<file path="src/rtl/hazard_stall_control.sv">
// Pipeline stall/flush controller: one-bubble load-use interlock plus a
// multi-cycle divide that freezes the front end until its result is ready.
module hazard_stall_control #(
    parameter int REG_W      = 5,
    parameter int DIV_CYCLES = 32
) (
    input  logic             clk,
    input  logic             rst_n,
    input  logic [REG_W-1:0] id_rs_i,
    input  logic [REG_W-1:0] id_rt_i,
    input  logic             id_useRt_i,
    input  logic             id_ex_memRead_i,
    input  logic [REG_W-1:0] id_ex_reg3_i,
    input  logic             ex_divStart_i,
    input  logic             ex_divCancel_i,
    output logic             pc_write_o,
    output logic             if_id_write_o,
    output logic             id_ex_flush_o,
    output logic             ex_mem_bubble_o,
    output logic             div_busy_o,
    output logic             div_done_o
);

    typedef enum logic [1:0] {IDLE, LU_HOLD, DIV_BUSY, DIV_DONE} state_t;

    localparam logic [7:0] CNT_LOAD = 8'(DIV_CYCLES - 2);

    state_t     r_state, w_state_nxt;
    logic [7:0] r_cnt, w_cnt_nxt;
    logic       w_lu;
    logic       w_pc_write, w_if_id_write, w_id_ex_flush;
    logic       w_ex_mem_bubble, w_div_busy, w_div_done;

    assign w_lu = id_ex_memRead_i && (id_ex_reg3_i != '0) &&
                  ((id_ex_reg3_i == id_rs_i) || (id_useRt_i && (id_ex_reg3_i == id_rt_i)));

    always_ff @(posedge clk or negedge rst_n) begin
        if (!rst_n) begin
            r_state <= IDLE;
            r_cnt   <= '0;
        end else begin
            r_state <= w_state_nxt;
            r_cnt   <= w_cnt_nxt;
        end
    end

    always_comb begin
        w_state_nxt     = r_state;
        w_cnt_nxt       = r_cnt;
        w_pc_write      = 1'b1;
        w_if_id_write   = 1'b1;
        w_id_ex_flush   = 1'b0;
        w_ex_mem_bubble = 1'b0;
        w_div_busy      = 1'b0;
        w_div_done      = 1'b0;
        case (r_state)
            IDLE: begin
                if (ex_divStart_i) begin
                    w_pc_write      = 1'b0;
                    w_if_id_write   = 1'b0;
                    w_ex_mem_bubble = 1'b1;
                    w_div_busy      = 1'b1;
                    w_cnt_nxt       = CNT_LOAD;
                    // A two-cycle divide has no busy cycles between accept and done.
                    w_state_nxt     = (DIV_CYCLES <= 2) ? DIV_DONE : DIV_BUSY;
                end else if (w_lu) begin
                    w_pc_write    = 1'b0;
                    w_if_id_write = 1'b0;
                    w_id_ex_flush = 1'b1;
                    w_state_nxt   = LU_HOLD;
                end
            end
            LU_HOLD: w_state_nxt = IDLE;
            DIV_BUSY: begin
                w_pc_write      = 1'b0;
                w_if_id_write   = 1'b0;
                w_ex_mem_bubble = 1'b1;
                w_div_busy      = 1'b1;
                if (ex_divCancel_i) begin
                    w_cnt_nxt   = '0;
                    w_state_nxt = IDLE;
                end else begin
                    // Leave on the cycle the count reaches zero so the accept
                    // cycle plus busy cycles total DIV_CYCLES-1.
                    w_cnt_nxt = (r_cnt == '0) ? '0 : r_cnt - 8'd1;
                    if (r_cnt <= 8'd1)
                        w_state_nxt = DIV_DONE;
                end
            end
            DIV_DONE: begin
                w_state_nxt = IDLE;
                if (ex_divCancel_i) begin
                    w_ex_mem_bubble = 1'b1;
                    w_cnt_nxt       = '0;
                end else begin
                    w_div_done = 1'b1;
                end
            end
            default: w_state_nxt = IDLE;
        endcase
    end

    // Hold outputs at their released values while reset is asserted.
    assign pc_write_o      = rst_n ? w_pc_write      : 1'b1;
    assign if_id_write_o   = rst_n ? w_if_id_write   : 1'b1;
    assign id_ex_flush_o   = rst_n ? w_id_ex_flush   : 1'b0;
    assign ex_mem_bubble_o = rst_n ? w_ex_mem_bubble : 1'b0;
    assign div_busy_o      = rst_n ? w_div_busy      : 1'b0;
    assign div_done_o      = rst_n ? w_div_done      : 1'b0;

endmodule

</file>
<file path="config.mk">
export PLATFORM = sky130hd
export DESIGN_NAME = hazard_stall_control
export DESIGN_NICKNAME = d
export VERILOG_FILES = /design/src/rtl/hazard_stall_control.sv
export SDC_FILE = /design/constraint.sdc
export NUM_CORES = 1
export LEC_CHECK = 0
export CORE_MARGIN = 5
export CORE_UTILIZATION = 50
export CTS_BUF_LIST = sky130_fd_sc_hd__clkbuf_2
export DETAILED_ROUTE_END_ITERATION = 16
export GPL_TIMING_DRIVEN = 1
export PLACE_DENSITY = 0.95
export SLEW_MARGIN = 10
export SYNTH_ARGS = -nofsm -noshare
export SYNTH_HDL_FRONTEND = slang
export SYNTH_SLANG_ARGS = --single-unit
</file>
<file path="constraint.sdc">
create_clock -name clk -period 5 [get_ports clk]
set_clock_uncertainty 0.1 [all_clocks]
set_input_delay 1 -clock clk [delete_from_list [all_inputs] [get_ports clk]]
set_output_delay 1 -clock clk [all_outputs]
set_load 0.03 [all_outputs]
</file>
==> out/metrics.cfg, run 1 <==
[sta]
finalSetupViolations = 0
finalCriticalPeriod_ns = 4.358
setup-tns-final_ns = 0
hold_violations = 0
clock.fmax_ghz = 0.2295
tightest_slew_ns = 0.5858
finalMaxSlewViolations = 0
relSlewSlack = 0.6053
rsz0062_at_grt = no
period_share = 0.8715

[power]
internal-power_mw = 0.1995
p_per_area_nw_per_um2 = 328.3
p_comb_frac = 0.483
ir_drop_mv = 0.2380
p_leak_nw = 0.4446
switchingPower_mw = 0.1513
swShare = 0.4313
pwr-share-seq = 0.382
p_clk_frac = 0.136

[detailed_routing]
detail_route.wl_per_cell_um = 14.96
routed_wl_mm = 2.034
vias = 753
dr.pass1.iters = 4
vias_per_cell = 5.537
met2_length_um = 993
ant_nets = 0
routed.top_layer = met4
m1WireLength_um = 928
drc = 0
wl_met3_um = 86
first_iter_violations = 16

[clock_network]
cts_tree = done
cts_root_buffer = clkbuf_2
numCtsBuffers = 3
clk-insertion-delay-late_ns = 0.28
path_clk_slew_ns = 0.08
clock-sinks = 10
post_cts_buffers = 0
postCtsHoldBufs = 0
htreeDepth = 1
ctsResizeCount = 0
cts_max_path_buffers = 2

[floorplanning]
pin_count = 27
initial_utilization = 0.5244
rows = 14
fp.dieW_um = 49.52
die_area_sq_um = 2452
die_h_um = 49.52
core_area_sq_um = 1489

[synth]
ys_ff_latch = 10
synth_edf_count = 0
synth_area_leaders = dfrtp_1, xor2_1, ha_1
avgSynthCellArea_sq_um = 8.580
syn-instance-count = 91
syn_nets = 115
synth_top_area_share = 0.3205
yosys_warnings = 0
yosysTopAreaCell = dfrtp_1
ys_seq_area_frac = 0.3205
post_synth_num_cell_types = 35
synthFlopType = dfrtp_1
synthArstFlopShare = 1.000
syn_area_sq_um = 780.7

[run_status]
status = finished, final reports clean

[cells_and_area]
area_growth_pct = 36.86
n_fill_cell = 114
drive_gt1_frac = 0.06667
nets = 145
fin_util = 0.7176
n_antenna_cell = 0

[global_routing]
grt_pass1_wl_mm = 3.546
antenna_found_initial = 0
grt_start_max_net_pins = 13
grt.total_usage = 0.1836
grt_pass1_vias = 765
grt_overflow = 0

[setup_path]
critical_path.max_fanout = 3
startpoint_type = input port
cp-end-kind = primary output
critPathKind = input port to primary output
crit_arrival_ns = 3.26
cp_data_required_time_ns = 3.90

[hold_path]
hold_class = register to register

[placement]
io_buffers = 26
dp_hpwl_mm = 1.659
gp_congestion = 0.8847

[flow_run]
maxCapViolations = 0

per-stage QoR:
stage | area [sq um] | power (mW) | cells | worst slack [ns] | hold slack (ns)
final | 1069 | 0.3507 | 136 | 0.6425 | 0.4270
after global routing | 1069 | 0.3838 | 136 | 0.5699 | 0.4601
after CTS | 1069 | 0.3491 | 136 | 0.6226 | 0.4243
after detailed placement | 1050 | 0.3017 | 132 | 0.6210 | 0.4042
after global placement | 1050 | 0.2944 | 132 | 0.6558 | 0.4116
after floorplan | 780.7 | 0.2498 | 91 | 1.336 | 0.3771
cells by family after synthesis:
logic type / synth area share
and+or+nand+nor: 0.2228
AOI/OAI and AO/OA: 0.2388
xor gates and xnor gates: 0.1122
DFF: 0.3205
buffers and inverters: 0.05770
adders and majority gates: 0.04808
cells in the final DEF (no fill, tap or decap), types with 2 or more instances in the layout:
cell and count:
nor2_1 8, nor3_1 4, inv_1 7, a21oi_2 2
a21oi_1 3, o21ai_0 6, clkdlybuf4s50_1 26, and2_1 3
ha_1 3, nor4_1 3, a2bb2oi_1 3, nand2_1 5
nand2b_1 2, xor2_1 9, o21ai_1 3, dfrtp_1 10
clkbuf_2 3
worst max-delay path, cell delays in order:
cell	delay, ns
clkdlybuf4s50_1	0.48
or4_1	0.54
o21ai_0	0.35
o31a_1	0.21
clkdlybuf4s50_1	0.68
worst paths after layout:
path                                 start    endpoint  slack, ns  cells past startpoint
min reg2reg                       r_cnt[5]    r_cnt[5]       0.43                      1
min in group asynchronous            rst_n    r_cnt[2]       0.96                      2
max reg2reg                       r_cnt[1]    r_cnt[6]       3.07                      6
max in group asynchronous            rst_n    r_cnt[7]       3.66                      2
min                               r_cnt[5]    r_cnt[5]       0.43                      1
max                        id_ex_reg3_i[1]  pc_write_o       0.64                      5
final cells by class:
type / count / area, sq um / share of cell area
Clock buffer: 3 / 15.01 / 0.01405
Multi-Input combinational cell: 72 / 485.5 / 0.4543
Tap cell: 16 / 20.02 / 0.01874
Timing Repair Buffer: 27 / 267.8 / 0.2506
Inverter: 7 / 26.28 / 0.02459
Clock inverter: 1 / 3.754 / 0.003513
Sequential cell: 10 / 250.2 / 0.2342
power groups by stage:
stage / logic (mW) / registers (mW) / clock network, mW
after floorplan: 0.122 / 0.128 / 0
after global placement: 0.161 / 0.133 / 0
after detailed placement: 0.167 / 0.135 / 0
after CTS: 0.169 / 0.133 / 0.0475
after global routing: 0.192 / 0.139 / 0.0533
final: 0.169 / 0.134 / 0.0476
sequential cells by signal, indices dropped and copies added, names as in the netlist:
signal   count
r_state      2
r_cnt        8
cell usage after synthesis, drive strengths merged, types with 3 or more instances:
library cell,number
dfrtp,10
and2,3
ha,3
nand2,5
xor2,9
o21ai,9
inv,7
nor2,8
nor4,3
a21oi,5
nor3,4
a2bb2oi,3
metal layers:
| metal | up-vias | GRT usage |
|---|---|---|
| met3 | 4 | 0.05723 |
| met5 | - | 0 |
| met2 | 12 | 0.2961 |
| li1 | 382 | - |
| met4 | 0 | 0.04367 |
| met1 | 355 | 0.2387 |
(Power assumes the default switching activity.)
==> inputs of run 2 (changes only) <==
CORE_MARGIN = not set   (was 5)
clock period = 5.7 ns   (was 5 ns; I/O delays follow)
==> run 2 against run 1 <==
Setup slack improved by 0.42 ns. Final cell count fell by 0.74%. Non-clock buffer count did not move. Highest routed layer unchanged. Critical path type unchanged. Flip-flop and latch count unchanged. Via count grew 3.5%. Sequential share of layout area is essentially flat. Design area shrank 0.12%. Sequential power fell by 12%. Count of clock-buffer cells in the layout is the same.
==> out/metrics.cfg, run 2 (synthesis gave the netlist of run 1 again) <==
[sta]
finalSetupViolations = 0  ; unchanged
rsz0062_at_grt = no
finalWorstSetupSlack_ns = 1.058  ; +0.4159 ns
hold_violations = 0  ; unchanged
finalCriticalPeriod_ns = 4.642
clock.fmax_ghz = 0.2154
setup-tns-final_ns = 0  ; unchanged
tightest_slew_ns = 0.6724  ; +0.08661 ns
period_share = 0.8143
relSlewSlack = 0.5470  ; -0.05835
finalMaxSlewViolations = 0  ; unchanged

[cells_and_area]
area_growth_pct = 36.70
largest_register_ffs = 8  ; unchanged
reg_top3 = r_cnt (8), r_state (2)
layout_commonest_cell = clkdlybuf4s50_1
drive_gt1_frac = 0.06667  ; unchanged
final_cell_mix = clkdlybuf4s50_1, dfrtp_1, xor2_1
nets = 145  ; unchanged
n_antenna_cell = 0  ; unchanged
fin_util = 0.7719  ; +0.05430
regMostFlops = r_cnt

[floorplanning]
die_h_um = 41.52  ; -16%
die_area_sq_um = 1724  ; -30%
fp.dieW_um = 41.52  ; -16%
core_area_sq_um = 1383  ; -7.1%
initial_utilization = 0.5647  ; +0.04034
pin_count = 27  ; unchanged
rows = 13  ; -1

[clock_network]
cts_max_path_buffers = 2  ; unchanged
numCtsBuffers = 3  ; unchanged
ctsResizeCount = 0  ; unchanged
postCtsHoldBufs = 0  ; unchanged
clock-sinks = 10  ; unchanged
cts_root_buffer = clkbuf_2
post_cts_buffers = 0  ; unchanged
clk-insertion-delay-late_ns = 0.28  ; about the same
cts_tree = done
path_clk_slew_ns = 0.11  ; +0.03 ns
htreeDepth = 1  ; unchanged

[power]
p_comb_frac = 0.487  ; +0.004
swShare = 0.4352  ; +0.003941
p_per_area_nw_per_um2 = 290.9  ; -11%
p_clk_frac = 0.134  ; -0.002
ir_drop_mv = 0.2573  ; +8.1%
internal-power_mw = 0.1754  ; -12%
pwr-share-seq = 0.379  ; -0.003
switchingPower_mw = 0.1351  ; -11%
p_leak_nw = 0.4446  ; unchanged
finalPower_mw = 0.3105  ; -11%

[global_routing]
grt_pass1_vias = 759  ; -0.78%
antenna_found_initial = 0  ; unchanged
grt_pass1_wl_mm = 3.422  ; -3.5%
grt_start_max_net_pins = 13  ; unchanged
grt_overflow = 0  ; unchanged
grt.total_usage = 0.2582  ; +0.07452

[setup_path]
cpMaxStageDelayCell = clkdlybuf4s50_1
crit_family = buffers and inverters
slowest_delay_ns = 0.67  ; about the same
startpoint_type = input port
crit_arrival_ns = 3.40  ; +0.14 ns
path_cells = clkdlybuf4s50_1 -> or4_1 -> o21ai_0 -> o31a_1 -> clkdlybuf4s50_1
cpMostUsedCell = clkdlybuf4s50_1
cp-end-kind = primary output
critical_path.max_fanout = 3  ; unchanged
timing.critical_path.buf_inv = 2  ; unchanged
cp_data_required_time_ns = 4.46  ; +0.56 ns
critPathKind = input port to primary output

[placement]
gp_congestion = 0.8472  ; -4.2%
dpl_worst_slack_ns = 1.075  ; +0.4543 ns
dp_hpwl_mm = 1.545  ; -6.8%
io_buffers = 26  ; unchanged

[detailed_routing]
drc = 0  ; unchanged
vias = 779  ; +3.5%
routed_wl_mm = 1.968  ; -3.2%
dr.pass1.iters = 4  ; unchanged
ant_nets = 0  ; unchanged
detail_route.wl_per_cell_um = 14.58  ; -2.5%
vias_per_cell = 5.770  ; +4.2%
first_iter_violations = 11  ; -5

[hold_path]
hold_class = register to register

[run_status]
status = finished, final reports clean

[flow_run]
maxCapViolations = 0  ; unchanged

[run 2: worst register-to-register path, cell delays in order, from the launching register on]
cell,delay [ns]
dfrtp_1,0.40
inv_1,0.14
ha_1,0.25
nor3b_1,0.48
a211oi_1,0.15
a21oi_1,0.12
o21ai_0,0.09
[run 2: area by class of cell]
cell class | instances | area (sq um)
timing repair buffer | 27 | 267.8
tap | 15 | 18.77
multi-input combinational | 72 | 485.5
clock inverter | 1 | 3.754
inverter | 7 | 26.28
fill | 97 | 315.3
sequential | 10 | 250.2
clock buffer | 3 | 15.01
[run 2: power groups by stage]
| stage | sequential [mW] | combinational [mW] | clock (mW) |
|---|---|---|---|
| floorplan | 0.112 | 0.107 | 0 |
| detailed placement | 0.118 | 0.149 | 0 |
| finish | 0.118 | 0.151 | 0.0417 |
| CTS | 0.116 | 0.150 | 0.0423 |
| global route | 0.121 | 0.168 | 0.0442 |
| global placement | 0.117 | 0.141 | 0 |
[run 2: worst paths after layout]
kind	start	endpoint	slack, ns	cells past startpoint
worst max-delay path	id_ex_reg3_i[1]	pc_write_o	1.06	5
worst min-delay path	r_state[0]	r_state[1]	0.43	1
worst max register to register	r_cnt[1]	r_cnt[6]	3.87	6
worst min register to register	r_state[0]	r_state[1]	0.43	1
max in group asynchronous	rst_n	r_cnt[1]	4.22	2
min in group asynchronous	rst_n	r_cnt[7]	1.11	2
[run 2: layer usage]
metal / vias up / part of all wire / track usage
met5: - / 0 / 0
met4: 0 / 0.013 / 0.08387
met3: 4 / 0.056 / 0.09130
met2: 33 / 0.47 / 0.4063
met1: 360 / 0.46 / 0.3279
li1: 382 / - / -
[run 2: metrics by stage]
step / hold slack, ns / instances / cell area [sq um]
floorplan: 0.3771 / 91 / 780.7
global placement: 0.4002 / 131 / 1049
detailed placement: 0.4110 / 131 / 1049
CTS: 0.4258 / 135 / 1067
global route: 0.4460 / 135 / 1067
finish: 0.4276 / 135 / 1067
==> inputs of run 3 (changes only) <==
CORE_UTILIZATION = 46   (was 50)
PLACE_DENSITY = 0.91   (was 0.95)
clock period = 4.5 ns   (was 5.7 ns; I/O delays follow)
==> run 3 against run 2 <==
Hold slack improved by 0.011 ns. Wire length down 4.9%. Design area up 0.82%. Combinational power up 26%. Flip-flop and latch count is the same. Utilization decreased by 7.4 points. Via count unchanged. Power grew 27%. Die area is 8.3% higher. Critical path depth is the same. Largest power group unchanged.
==> out/metrics.cfg, run 3 (synthesis gave the netlist of run 1 again) <==
[detailed_routing]
vias = 779  ; unchanged
first_iter_violations = 21  ; +10
detail_route.wl_per_cell_um = 13.66  ; -6.3%
ant_nets = 0  ; unchanged
routed_wl_mm = 1.871  ; -4.9%
vias_per_cell = 5.686  ; -1.5%
drc = 0  ; unchanged
dr.pass1.iters = 4  ; unchanged

[clock_network]
htreeDepth = 1  ; unchanged
numCtsBuffers = 3  ; unchanged
path_clk_slew_ns = 0.12  ; about the same
postCtsHoldBufs = 0  ; unchanged
cts_root_buffer = clkbuf_2
clock-sinks = 10  ; unchanged
ctsResizeCount = 0  ; unchanged
cts_tree = done
cts_max_path_buffers = 2  ; unchanged
clk-insertion-delay-late_ns = 0.28  ; about the same
post_cts_buffers = 0  ; unchanged

[placement]
io_buffers = 26  ; unchanged
dp_hpwl_mm = 1.480  ; -4.2%
gp_congestion = 0.8122  ; -4.1%

[global_routing]
grt.total_usage = 0.2197  ; -0.03847
grt_pass1_wl_mm = 3.070  ; -10%
grt_start_max_net_pins = 14  ; +1
antenna_found_initial = 0  ; unchanged
grt_overflow = 0  ; unchanged
grt_pass1_vias = 714  ; -5.9%

[setup_path]
cp-end-kind = primary output
crit_arrival_ns = 3.15  ; -0.25 ns
rr_worst_depth = 6  ; unchanged
critPathKind = input port to primary output
critical_path.max_fanout = 3  ; unchanged
cp_data_required_time_ns = 3.50  ; -0.96 ns
startpoint_type = input port
r2r_start = r_cnt[0]
startpoint = id_ex_reg3_i[1]

[sta]
period_share = 0.9225
finalSetupViolations = 0  ; unchanged
finalCriticalPeriod_ns = 4.151
setup-tns-final_ns = 0  ; unchanged
clock.fmax_ghz = 0.2409
hold_violations = 0  ; unchanged
rsz0062_at_grt = no
finalMaxSlewViolations = 0  ; unchanged
tightest_slew_ns = 0.5442  ; -0.1282 ns
relSlewSlack = 0.6364  ; +0.08944

[floorplanning]
fp.dieW_um = 43.20  ; +4.1%
die_h_um = 43.20  ; +4.1%
die_area_sq_um = 1866  ; +8.3%
initial_utilization = 0.5065  ; -0.05821
pin_count = 27  ; unchanged
rows = 14  ; +1
core_area_sq_um = 1541  ; +11%

[cells_and_area]
layout_commonest_cell = clkdlybuf4s50_1
reg_top3 = r_cnt (8), r_state (2)
drive_gt1_frac = 0.07438  ; +0.007713
largest_register_ffs = 8  ; unchanged
area_growth_pct = 37.82
fin_util = 0.6981  ; -0.07389
regMostFlops = r_cnt
n_antenna_cell = 0  ; unchanged
nets = 146  ; +0.69%
final_cell_mix = clkdlybuf4s50_1, dfrtp_1, xor2_1

[hold_path]
hold_class = register to register
hold_depth = 1  ; unchanged
min-delay-start = r_cnt[5]

[flow_run]
maxCapViolations = 0  ; unchanged

[power]
ir_drop_mv = 0.3173  ; +23%
p_per_area_nw_per_um2 = 365.6  ; +26%
finalPower_mw = 0.3934  ; +27%
p_leak_nw = 0.4490  ; +1.0%

[run_status]
status = finished, final reports clean

run 3: changes by cell type in the layout (fill, tap and decap cells not counted), sizes merged:
| cell | delta |
|---|---|
| buf | +1 |
run 3: routing by layer:
layer | vias to the layer above | GRT usage | wire length (um)
met5 | - | 0 | 0
met4 | 0 | 0.05455 | 25
met3 | 4 | 0.06809 | 89
met2 | 20 | 0.3313 | 899
met1 | 369 | 0.3056 | 856
li1 | 386 | - | -
run 3: stage by stage:
step | instances | worst slack (ns) | instance area [sq um] | hold slack, ns
after floorplan | 91 | 1.036 | 780.7 | 0.3771
after global placement | 133 | 0.4126 | 1057 | 0.4056
after detailed placement | 133 | 0.3631 | 1057 | 0.4070
after CTS | 137 | 0.3579 | 1076 | 0.4351
after global routing | 137 | 0.2624 | 1076 | 0.4637
final | 137 | 0.3489 | 1076 | 0.4383
run 3: final timing paths:
check | to | slack [ns]
setup / recovery | if_id_write_o | 0.35
hold / removal | r_cnt[5] | 0.44
setup reg to reg | r_cnt[6] | 2.68
hold reg to reg | r_cnt[5] | 0.44
max in group asynchronous | r_cnt[3] | 3.31
min in group asynchronous | r_cnt[5] | 0.80
run 3: critical path: stages:
cell and delay, ns:
clkdlybuf4s50_1 0.47, or4_1 0.54, o21ai_0 0.32, o31a_1 0.22, clkdlybuf4s50_1 0.70
run 3: power breakdown:
part / switching [mW] / total [mW] / leakage (nW) / internal [mW]
registers: 0.0336 / 0.149 / 0.127 / 0.115
logic: 0.101 / 0.191 / 0.308 / 0.0898
clock network: 0.0341 / 0.0534 / 0.0140 / 0.0193
run 3: area by class of cell:
class	count	area (sq um)
Timing Repair Buffer	28	275.3
Sequential cell	10	250.2
Clock inverter	1	3.754
Fill cell	116	465.4
Inverter	7	26.28
Clock buffer	3	15.01
Multi-Input combinational cell	72	485.5
Tap cell	16	20.02
